### config.mk
export PLATFORM = sky130hd
export DESIGN_NAME = branch_resolve_queue
export DESIGN_NICKNAME = d
export VERILOG_FILES = /design/src/rtl/branch_resolve_queue.sv
export SDC_FILE = /design/constraint.sdc
export NUM_CORES = 1
export LEC_CHECK = 0
export CAP_MARGIN = 30
export CORE_MARGIN = 3
export CORE_UTILIZATION = 40
export DETAILED_ROUTE_END_ITERATION = 16
export PLACE_DENSITY = 0.62
export SETUP_SLACK_MARGIN = 0.1
export SYNTH_ARGS = -nofsm -noshare
export SYNTH_HDL_FRONTEND = slang
export SYNTH_SLANG_ARGS = --single-unit
### constraint.sdc
create_clock -name clk -period 2.55 [get_ports clk]
set_input_delay 0.255 -clock clk [delete_from_list [all_inputs] [get_ports clk]]
set_output_delay 0.255 -clock clk [all_outputs]
set_load 0.02 [all_outputs]
### src/rtl/branch_resolve_queue.sv
// branch_resolve_queue: in-flight branch prediction queue between fetch and execute.
// Holds predicted directions in a circular FIFO, pops the oldest on resolve and
// emits registered predictor-update, mispredict and error pulses.
// Optional statistics counters are built only when BRQ_STATS_EN is defined.
module branch_resolve_queue #(
  parameter int DEPTH = 4,
  parameter int CNT_W = 16
) (
  input  logic                     clk,
  input  logic                     rst_n,
  input  logic                     pred_valid,
  input  logic                     pred_taken,
  output logic                     pred_ready,
  input  logic                     res_valid,
  input  logic                     res_taken,
  output logic                     upd_en,
  output logic                     upd_taken,
  output logic                     mispredict,
  output logic                     res_err,
`ifdef BRQ_STATS_EN
  output logic [CNT_W-1:0]         stat_branches,
  output logic [CNT_W-1:0]         stat_mispred,
`endif
  output logic [$clog2(DEPTH):0]   count
);

  localparam int PW = $clog2(DEPTH);
  localparam int CW = PW + 1;
  localparam logic [CW-1:0] FULL = CW'(DEPTH);

  logic [DEPTH-1:0] mem;
  logic [PW-1:0]    wr_ptr;
  logic [PW-1:0]    rd_ptr;
  logic             do_enq;
  logic             do_pop;
  logic             do_flush;
  logic             head;

  // Handshake and resolve decode; readiness depends on occupancy alone
  always_comb begin
    pred_ready = (count != FULL);
    head       = mem[rd_ptr];
    do_enq     = pred_valid && pred_ready;
    do_pop     = res_valid && (count != '0);
    do_flush   = do_pop && (head != res_taken);
  end

  // Queue storage, pointers, occupancy and registered resolve pulses
  always_ff @(posedge clk) begin
    if (!rst_n) begin
      wr_ptr     <= '0;
      rd_ptr     <= '0;
      count      <= '0;
      upd_en     <= 1'b0;
      upd_taken  <= 1'b0;
      mispredict <= 1'b0;
      res_err    <= 1'b0;
    end else begin
      upd_en     <= do_pop;
      mispredict <= do_flush;
      res_err    <= res_valid && (count == '0);
      if (do_pop) begin
        upd_taken <= res_taken;
      end
      if (do_flush) begin
        // A wrong prediction invalidates everything younger, including this cycle's fetch
        wr_ptr <= '0;
        rd_ptr <= '0;
        count  <= '0;
      end else begin
        if (do_enq) begin
          mem[wr_ptr] <= pred_taken;
          wr_ptr      <= wr_ptr + 1'b1;
        end
        if (do_pop) begin
          rd_ptr <= rd_ptr + 1'b1;
        end
        count <= count + CW'(do_enq) - CW'(do_pop);
      end
    end
  end

`ifdef BRQ_STATS_EN
  // Saturating totals of resolved branches and mispredictions
  always_ff @(posedge clk) begin
    if (!rst_n) begin
      stat_branches <= '0;
      stat_mispred  <= '0;
    end else begin
      if (do_pop && (stat_branches != '1)) begin
        stat_branches <= stat_branches + CNT_W'(1);
      end
      if (do_flush && (stat_mispred != '1)) begin
        stat_mispred <= stat_mispred + CNT_W'(1);
      end
    end
  end
`endif

endmodule

==> Word-level counts from Yosys, hierarchy flattened <==
Cells that the tools add are included.
{ "totals": {"ff_bits": 15, "inputBits": 6, "out_inout_bits": 8, "elab_cells": 33} }
{ "classes": {"addsub": 4, "n_lt_le_gt_ge": 3, "n_eq_ne": 2, "n_mux": 5, "n_bitwise": 2, "reduce_logical": 9} }
{ "op_table": {"columns": ["cell", "count"], "rows": [
  ["$lt A2 B3 Y1 const B", 2],
  ["$logic_and A1 B1 Y1", 5],
  ["$add A2 B1 Y2 const B", 2],
  ["$bwmux W4", 1],
  ["$add A3 B1 Y3", 1],
  ["$logic_not A3 Y1", 1],
  ["$ne A3 B3 Y1 const B", 1],
  ["$reduce_and A3 Y1", 1],
  ["$reduce_bool A3 Y1", 1],
  ["$sub A3 B1 Y3", 1],
  ["$bmux W1 S2", 1],
  ["$demux W1 S2", 1],
  ["$ge A2 B1 Y1 const B", 1],
  ["$mux W1", 2],
  ["$not A1 Y1", 2],
  ["$reduce_or A2 Y1", 1],
  ["$ne A1 B1 Y1", 1]
]} }

==> Logic depth before layout (Yosys ltp) <==
Gate-level depths: netlist of the first run.
{ "logic_depth": {"word_depth": 6, "depth_mapped": 11, "depth_no_buf": 10} }

==> Worst setup path before layout of the first run <==
Ideal clock, no wire load.
{ "synth_path": {"path_kind": "register to register", "start": "reg count[2]", "end": "reg count[2]", "setup_ns": 0.115, "t_arrival_ns": 2.463, "t_required_ns": 2.435, "setup_slack_ns": -0.028, "stages_incl_launch_ff": 12, "path_buffers": 1, "synth_period_minus_slack_ns": 2.578, "cell_sequence": "dfxtp_1 -> or3b_1 -> and2_1 -> clkbuf_1 -> inv_1 -> ha_1 -> inv_1 -> ha_1 -> fa_1 -> xnor2_1 -> xnor2_1 -> and2_1"} }
{ "synth_between": {"elab_chain_cells": 4, "elab_cells_between_ends": 8, "cone_classes": "add/sub (2); eq/ne (1); reduce/logical (5)"} }
{ "synth_lines": {"columns": ["item", "line", "source"], "rows": [
  ["from (decl)", "24", "output logic [$clog2(DEPTH):0] count"],
  ["from (signal assigned)", "78", "count <= count + CW'(do_enq) - CW'(do_pop);"],
  ["$ne A3 B3 Y1", "41", "pred_ready = (count != FULL);"],
  ["via pred_ready", "13", "output logic pred_ready,"],
  ["$logic_and A1 B1 Y1", "43", "do_enq = pred_valid && pred_ready;"],
  ["$add A3 B1 Y3", "78", null],
  ["$sub A3 B1 Y3", "78", null]
]} }
The timed path passes the listed nets, and every way through them passes these cells.
A chain may end at the register's enable or synchronous reset.

==> Worst setup path in the final report of the first run <==
{ "layout_path": {"start": "reg count[1]", "end": "reg count[2]"} }
{ "layout_between": {"elab_chain_cells": 4, "elab_cells_between_ends": 8, "cone_classes": "add/sub (2); eq/ne (1); reduce/logical (5)"} }
{ "layout_lines": {"columns": ["item", "line"], "rows": [
  ["$ne A3 B3 Y1 or $reduce_bool A3 Y1 (tied branches)", "41, 44"],
  ["$logic_and A1 B1 Y1 (on tied branches)", "43, 44"],
  ["$add A3 B1 Y3 or $logic_and A1 B1 Y1 (tied branches)", "78, 45"],
  ["$sub A3 B1 Y3 or $reduce_or A2 Y1 (tied branches)", null]
]} }
Several ways; a longest one is shown, not always the timed one.

==> results.py, run 1 <==
metrics = {
    "floorplan": {
        "core_sq_mm": 0.00161,
        "ios": 14,
        "dieWidth_microns": 48.7,
        "initial_core_util_pct": 45.3,
        "fp-row-count": 14,
        "die_area_sq_mm": 0.00238,
        "die_h_microns": 48.7,
    },
    "drt": {
        "highest_layer": "met4",
        "dr_wl_met3_microns": 32,
        "via_per_inst": 4.52,
        "wire_per_inst_microns": 10.1,
        "wl_met2_microns": 476,
        "first_pass_iters": 4,
        "wl_met1_microns": 576,
        "wl_microns": 1100,
        "drc": 0,
        "vias": 488,
        "drt_first_iter_violations": 4,
        "ant_nets": 0,
    },
    "global_route": {
        "grt_overflow_total": 0,
        "grt_pass1_vias": 480,
        "grt_max_degree": 10,
        "grt_pass1_wl_microns": 2070,
        "grt_use_total_pct": 11.1,
        "antenna_found_initial": 0,
    },
    "flow_run": {
        "drv_cap": 0,
    },
    "timing": {
        "period_share_pct": 87.7,
        "rsz0062_at_grt": "false",
        "skew_ps": 5.66,
        "hold_viol": 0,
        "drv_slew": 0,
        "slew_headroom_pct": 74.9,
        "worst_slew_pin_slew_ps": 375,
        "setup_viol": 0,
        "max_freq_ghz": 0.447,
        "fin_setup_tns_ps": 0,
        "min_period_ps": 2240,
    },
    "synthesis": {
        "synth_edf_count": 4,
        "async_flop_share_pct": 0,
        "syn-num-nets": 79,
        "synth.area.top_cells": "dfxtp_1 (30%), edfxtp_1 (16%), ha_1 (10%)",
        "ys_ff_latch": 15,
        "syn_avg_cell_area_sq_um": 11.1,
        "seq_area_frac_synth_pct": 46.6,
        "synth_area_sq_um": 731,
        "synth_largest_area_cell": "dfxtp_1",
        "synth_cell_types": 23,
        "synth-main-ff-cell": "dfxtp_1",
        "synthCells": 66,
        "synth_top_area_share_pct": 30.1,
        "synth_warnings": 0,
    },
    "min_path": {
        "hp-class": "reg2reg",
    },
    "placed_design": {
        "hpwlAfterDp_microns": 840,
        "io_buffers": 13,
        "place.gp.congestion": 0.691,
    },
    "critical_path": {
        "cp_max_fo": 4,
        "required_ps": 2720,
        "start_kind": "register",
        "cp-end-kind": "register",
        "worstPathArrival_ps": 2410,
        "criticalPathCategory": "reg2reg",
    },
    "power_and_ir_drop": {
        "leakagePower_nw": 0.390,
        "p_total_mw": 0.769,
        "power_density_mw_per_mm2": 823,
        "ir_drop_v": 0.000450,
    },
    "clock_network": {
        "cts_hold_buf": 0,
        "cts_resized": 0,
        "clk_pin_slew_ps": 90,
        "cts_max_level": 1,
        "cts-root-buf": "clkbuf_4",
        "post_cts_buffers": 0,
        "clock_latency_ps": 280,
        "clock_sinks": 15,
        "cts_tree": "built",
        "clockBufferDepth": 2,
        "numCtsBuffers": 3,
    },
    "finish": {
        "diodes": 0,
        "nNetsFinal": 98,
        "drive_above_1_share_pct": 13.1,
        "synthToLayoutAreaGrowth_pct": 27.7,
    },
    "run_status": {
        "status": "complete, no violations",
    },
}
-- per-layer routing --
metal / global-route usage (%) / vias up
met4: 5.69 / 0
met2: 16.3 / 8
met3: 3.68 / 2
li1: - / 257
met5: 0 / -
met1: 14.3 / 221
-- through the flow --
step	instance area, sq um	std cells	util [%]	worst slack, ps	hold WS (ps)
2_1_floorplan	734	66	-	119	354
3_3_place_gp	906	104	56.2	267	480
3_5_place_dp	906	104	56.2	273	461
4_1_cts	933	108	57.9	301	473
5_1_grt	933	108	57.9	154	504
6_report	933	108	57.9	313	468
-- final timing paths --
kind / depth (start not counted) / end / start / slack (ps)
setup / recovery: 10 / count[2] / count[1] / 310
hold / removal: 2 / upd_taken / upd_taken / 470
setup reg to reg: 10 / count[2] / count[1] / 310
hold reg to reg: 2 / upd_taken / upd_taken / 470
-- power by group --
part	leakage [nW]	internal, mW	total [mW]	switching [mW]
Combinational	0.246	0.162	0.311	0.150
Sequential	0.127	0.290	0.324	0.0334
Clock	0.0177	0.0581	0.134	0.0756
-- critical path, cell delays in order, from the launching register on --
cell and delay [ps]:
dfxtp_1 350, or3b_4 400, and2_1 170, inv_1 80, ha_1 130, inv_1 40, ha_1 180, fa_1 370
xnor2_1 140, xnor2_1 120, and2_1 150
-- cell type report --
type	instances	area (sq um)
clock inverters	1	5.00
fillers	155	678
repair buffers	15	145
inverters	7	26.3
clock buffers	3	22.5
well taps	24	30.0
multi-input cells	43	363
flip-flops and latches	15	342
-- Yosys cell counts, types with 2 or more instances --
cell type   n
edfxtp_1    4
and3_1      6
dfxtp_1    11
a21boi_0    2
xor2_1      2
xnor2_1     4
o21ai_0     2
nand2_1     4
ha_1        6
inv_1       7
and2_1      6
-- cells in the final DEF (no fill, tap or decap), drive strengths merged --
cell type / count
buf: 2
and2: 6
clkinv: 1
nand4b: 1
nor2: 1
xnor2: 4
dfxtp: 11
inv: 7
a21boi: 4
nor3: 1
o21ai: 2
nand3: 1
fa: 1
and3: 6
nand2b: 1
or3b: 1
ha: 6
clkdlybuf4s50: 13
xor2: 2
clkbuf: 3
nand3b: 1
mux4: 1
nand2: 4
edfxtp: 4
-- state kept, by name (all words and copies together) (netlist names) --
| register | count |
|---|---|
| upd_taken | 1 |
| upd_en | 1 |
| rd_ptr | 2 |
| mem | 4 |
| wr_ptr | 2 |
| mispredict | 1 |
| res_err | 1 |
| count | 3 |
-- logic make-up (layout without fill, tap and decap cells) --
| kind of cell | Yosys count | in the layout | synth area share, % |
|---|---|---|---|
| fa+ha+maj | 7 | 7 | 13.0 |
| buf+inv | 8 | 26 | 4.11 |
| simple gates | 23 | 23 | 18.5 |
| xor+xnor | 6 | 6 | 7.19 |
| compound gates | 6 | 6 | 7.53 |
| flops | 15 | 15 | 46.6 |
| mux | 1 | 1 | 3.08 |
Note: power is estimated with default switching activity, not from simulation.
==> run 2: changes to the inputs <==
--- a/constraint.sdc
+++ b/constraint.sdc
@@ -3,2 +3,2 @@
 set_output_delay 0.255 -clock clk [all_outputs]
-set_load 0.02 [all_outputs]
+set_load 0.01 [all_outputs]
==> run 2 against run 1 <==
Effect of this change: sequential share of layout area barely moved; wire length rose by 2.3%; clock-buffer cell count stayed put; sequential cell count unchanged; clock skew is 0.85 ps higher; combinational power down 8.7%; critical path type unchanged; highest routed layer unchanged.
==> results.py, run 2 (synthesis gave the netlist of run 1 again) <==
metrics = {
    "run_status": {
        "status": "complete, no violations",
    },
    "timing": {
        "hold_viol": 0,
        "max_freq_ghz": 0.446,
        "rsz0062_at_grt": "false",
        "setup_viol": 0,
        "slew_headroom_pct": 74.4,
        "worst_slew_pin_slew_ps": 383,
        "skew_ps": 6.51,
        "period_share_pct": 87.9,
        "drv_slew": 0,
        "min_period_ps": 2240,
        "fin_setup_tns_ps": 0,
    },
    "drt": {
        "drt_first_iter_violations": 8,
        "via_per_inst": 4.56,
        "wire_per_inst_microns": 10.4,
        "first_pass_iters": 4,
        "wl_microns": 1120,
        "drc": 0,
        "vias": 493,
        "ant_nets": 0,
    },
    "critical_path": {
        "crit_path_cell_trace": "or3b_1 -> and2_1 -> inv_1 -> ha_1 -> inv_1 -> ha_1 -> fa_1 -> xnor2_1 -> xnor2_1 -> and2_1",
        "criticalPathCategory": "reg2reg",
        "setup.worst_path.start": "count[2]",
        "timing.rr.end": "count[2]",
        "cp_num_buf_inv": 2,
        "required_ps": 2730,
        "reg2reg_slack_ps": 310,
        "cp_top_family": "simple AND/OR/NAND/NOR gates",
        "worstPathArrival_ps": 2420,
        "start_kind": "register",
        "critPathMaxStageDelay_ps": 390,
        "reg2regPathDepth": 10,
        "cp_max_fo": 4,
        "crit_path_top_delay_cell": "dfxtp_1",
        "r2r-start": "count[2]",
        "cp-end-kind": "register",
    },
    "placed_design": {
        "place_inst": 104,
        "hpwlAfterDp_microns": 858,
        "place.gp.congestion": 0.695,
        "io_buffers": 13,
    },
    "finish": {
        "top_register": "mem",
        "nNetsFinal": 98,
        "stdcell_count": 108,
        "final.fill_count": 149,
        "layout_commonest_cell": "clkdlybuf4s50_1",
        "fin_util_pct": 57.7,
        "synthToLayoutAreaGrowth_pct": 27.2,
        "diodes": 0,
        "final_cell_mix": "clkdlybuf4s50_1 (13), dfxtp_1 (11), inv_1 (7)",
        "largest_register_ffs": 4,
        "reg.largest.list": "mem (4), count (3)",
        "drive_above_1_share_pct": 10.7,
    },
    "clock_network": {
        "clk_pin_slew_ps": 90,
        "numCtsBuffers": 3,
        "clockBufferDepth": 2,
        "clock_latency_ps": 280,
        "cts_hold_buf": 0,
        "cts-root-buf": "clkbuf_4",
        "cts_resized": 0,
        "cts_max_level": 1,
        "cts_tree": "built",
        "post_cts_buffers": 0,
        "clock_sinks": 15,
    },
    "min_path": {
        "min_to": "upd_taken",
        "hp-class": "reg2reg",
        "hold_depth": 2,
        "worst_hold_startpoint": "upd_taken",
    },
    "floorplan": {
        "initial_core_util_pct": 45.3,
        "die_h_microns": 48.7,
        "dieWidth_microns": 48.7,
        "fp-row-count": 14,
        "ios": 14,
        "die_area_sq_mm": 0.00238,
        "core_sq_mm": 0.00161,
    },
    "global_route": {
        "grt_max_degree": 10,
        "grt_overflow_total": 0,
        "antenna_found_initial": 0,
        "grt_pass1_vias": 468,
        "grt_use_total_pct": 10.9,
        "grt_pass1_wl_microns": 2010,
    },
    "flow_run": {
        "drv_cap": 0,
    },
    "power_and_ir_drop": {
        "power_density_mw_per_mm2": 796,
        "ir_drop_v": 0.000349,
        "leakagePower_nw": 0.388,
    },
}
run 2: cell types whose count changed in the layout (fill, tap and decap cells not counted):
cell / delta
or3b_4: -1
dfxtp_2: -1
dfxtp_1: +1
or3b_1: +1
run 2: cell type report:
class	count	area [sq um]	area share [%]
Timing Repair Buffer	15	145	15.6
Sequential cell	15	340	36.6
Tap cell	24	30.0	3.23
Clock buffer	3	22.5	2.42
Multi-Input combinational cell	43	360	38.8
Inverter	7	26.3	2.83
Clock inverter	1	5.00	0.538
run 2: worst max-delay path by stage:
stage,end,slack [ps],cells after the start
final,count[2],310,10
after global routing,count[2],200,10
after CTS,count[2],280,10
after detailed placement,count[2],250,10
after global placement,count[2],270,10
after floorplan,count[2],130,11
run 2: metrics by stage:
stage / cell area (sq um) / power [mW] / hold WS, ps / worst slack, ps
5_1_grt: 930 / 0.796 / 500 / 196
3_5_place_dp: 902 / 0.617 / 457 / 246
3_3_place_gp: 902 / 0.612 / 450 / 267
2_1_floorplan: 731 / 0.501 / 354 / 129
6_report: 930 / 0.740 / 465 / 308
4_1_cts: 930 / 0.750 / 470 / 277
run 2: worst reg2reg max path: cells and delay by family (launching register included):
family / cells / cell delay [ps]
fa+ha+maj: 3 / 670
flops: 1 / 390
simple gates: 3 / 700
buf+inv: 2 / 110
xor+xnor: 2 / 270
run 2: per-layer routing:
| metal | part of all wire (%) | GRT usage, % | routed length [microns] | vias up |
|---|---|---|---|---|
| li1 | - | - | - | 255 |
| met1 | 52 | 14.4 | 581 | 228 |
| met2 | 43 | 15.4 | 485 | 8 |
| met3 | 3.4 | 3.99 | 38 | 2 |
| met4 | 1.4 | 5.69 | 16 | 0 |
| met5 | 0 | 0 | 0 | - |
run 2: where the power goes:
part	total, mW	internal (mW)	switching, mW
Combinational	0.284	0.157	0.127
Sequential	0.323	0.289	0.0339
Clock	0.132	0.0580	0.0742
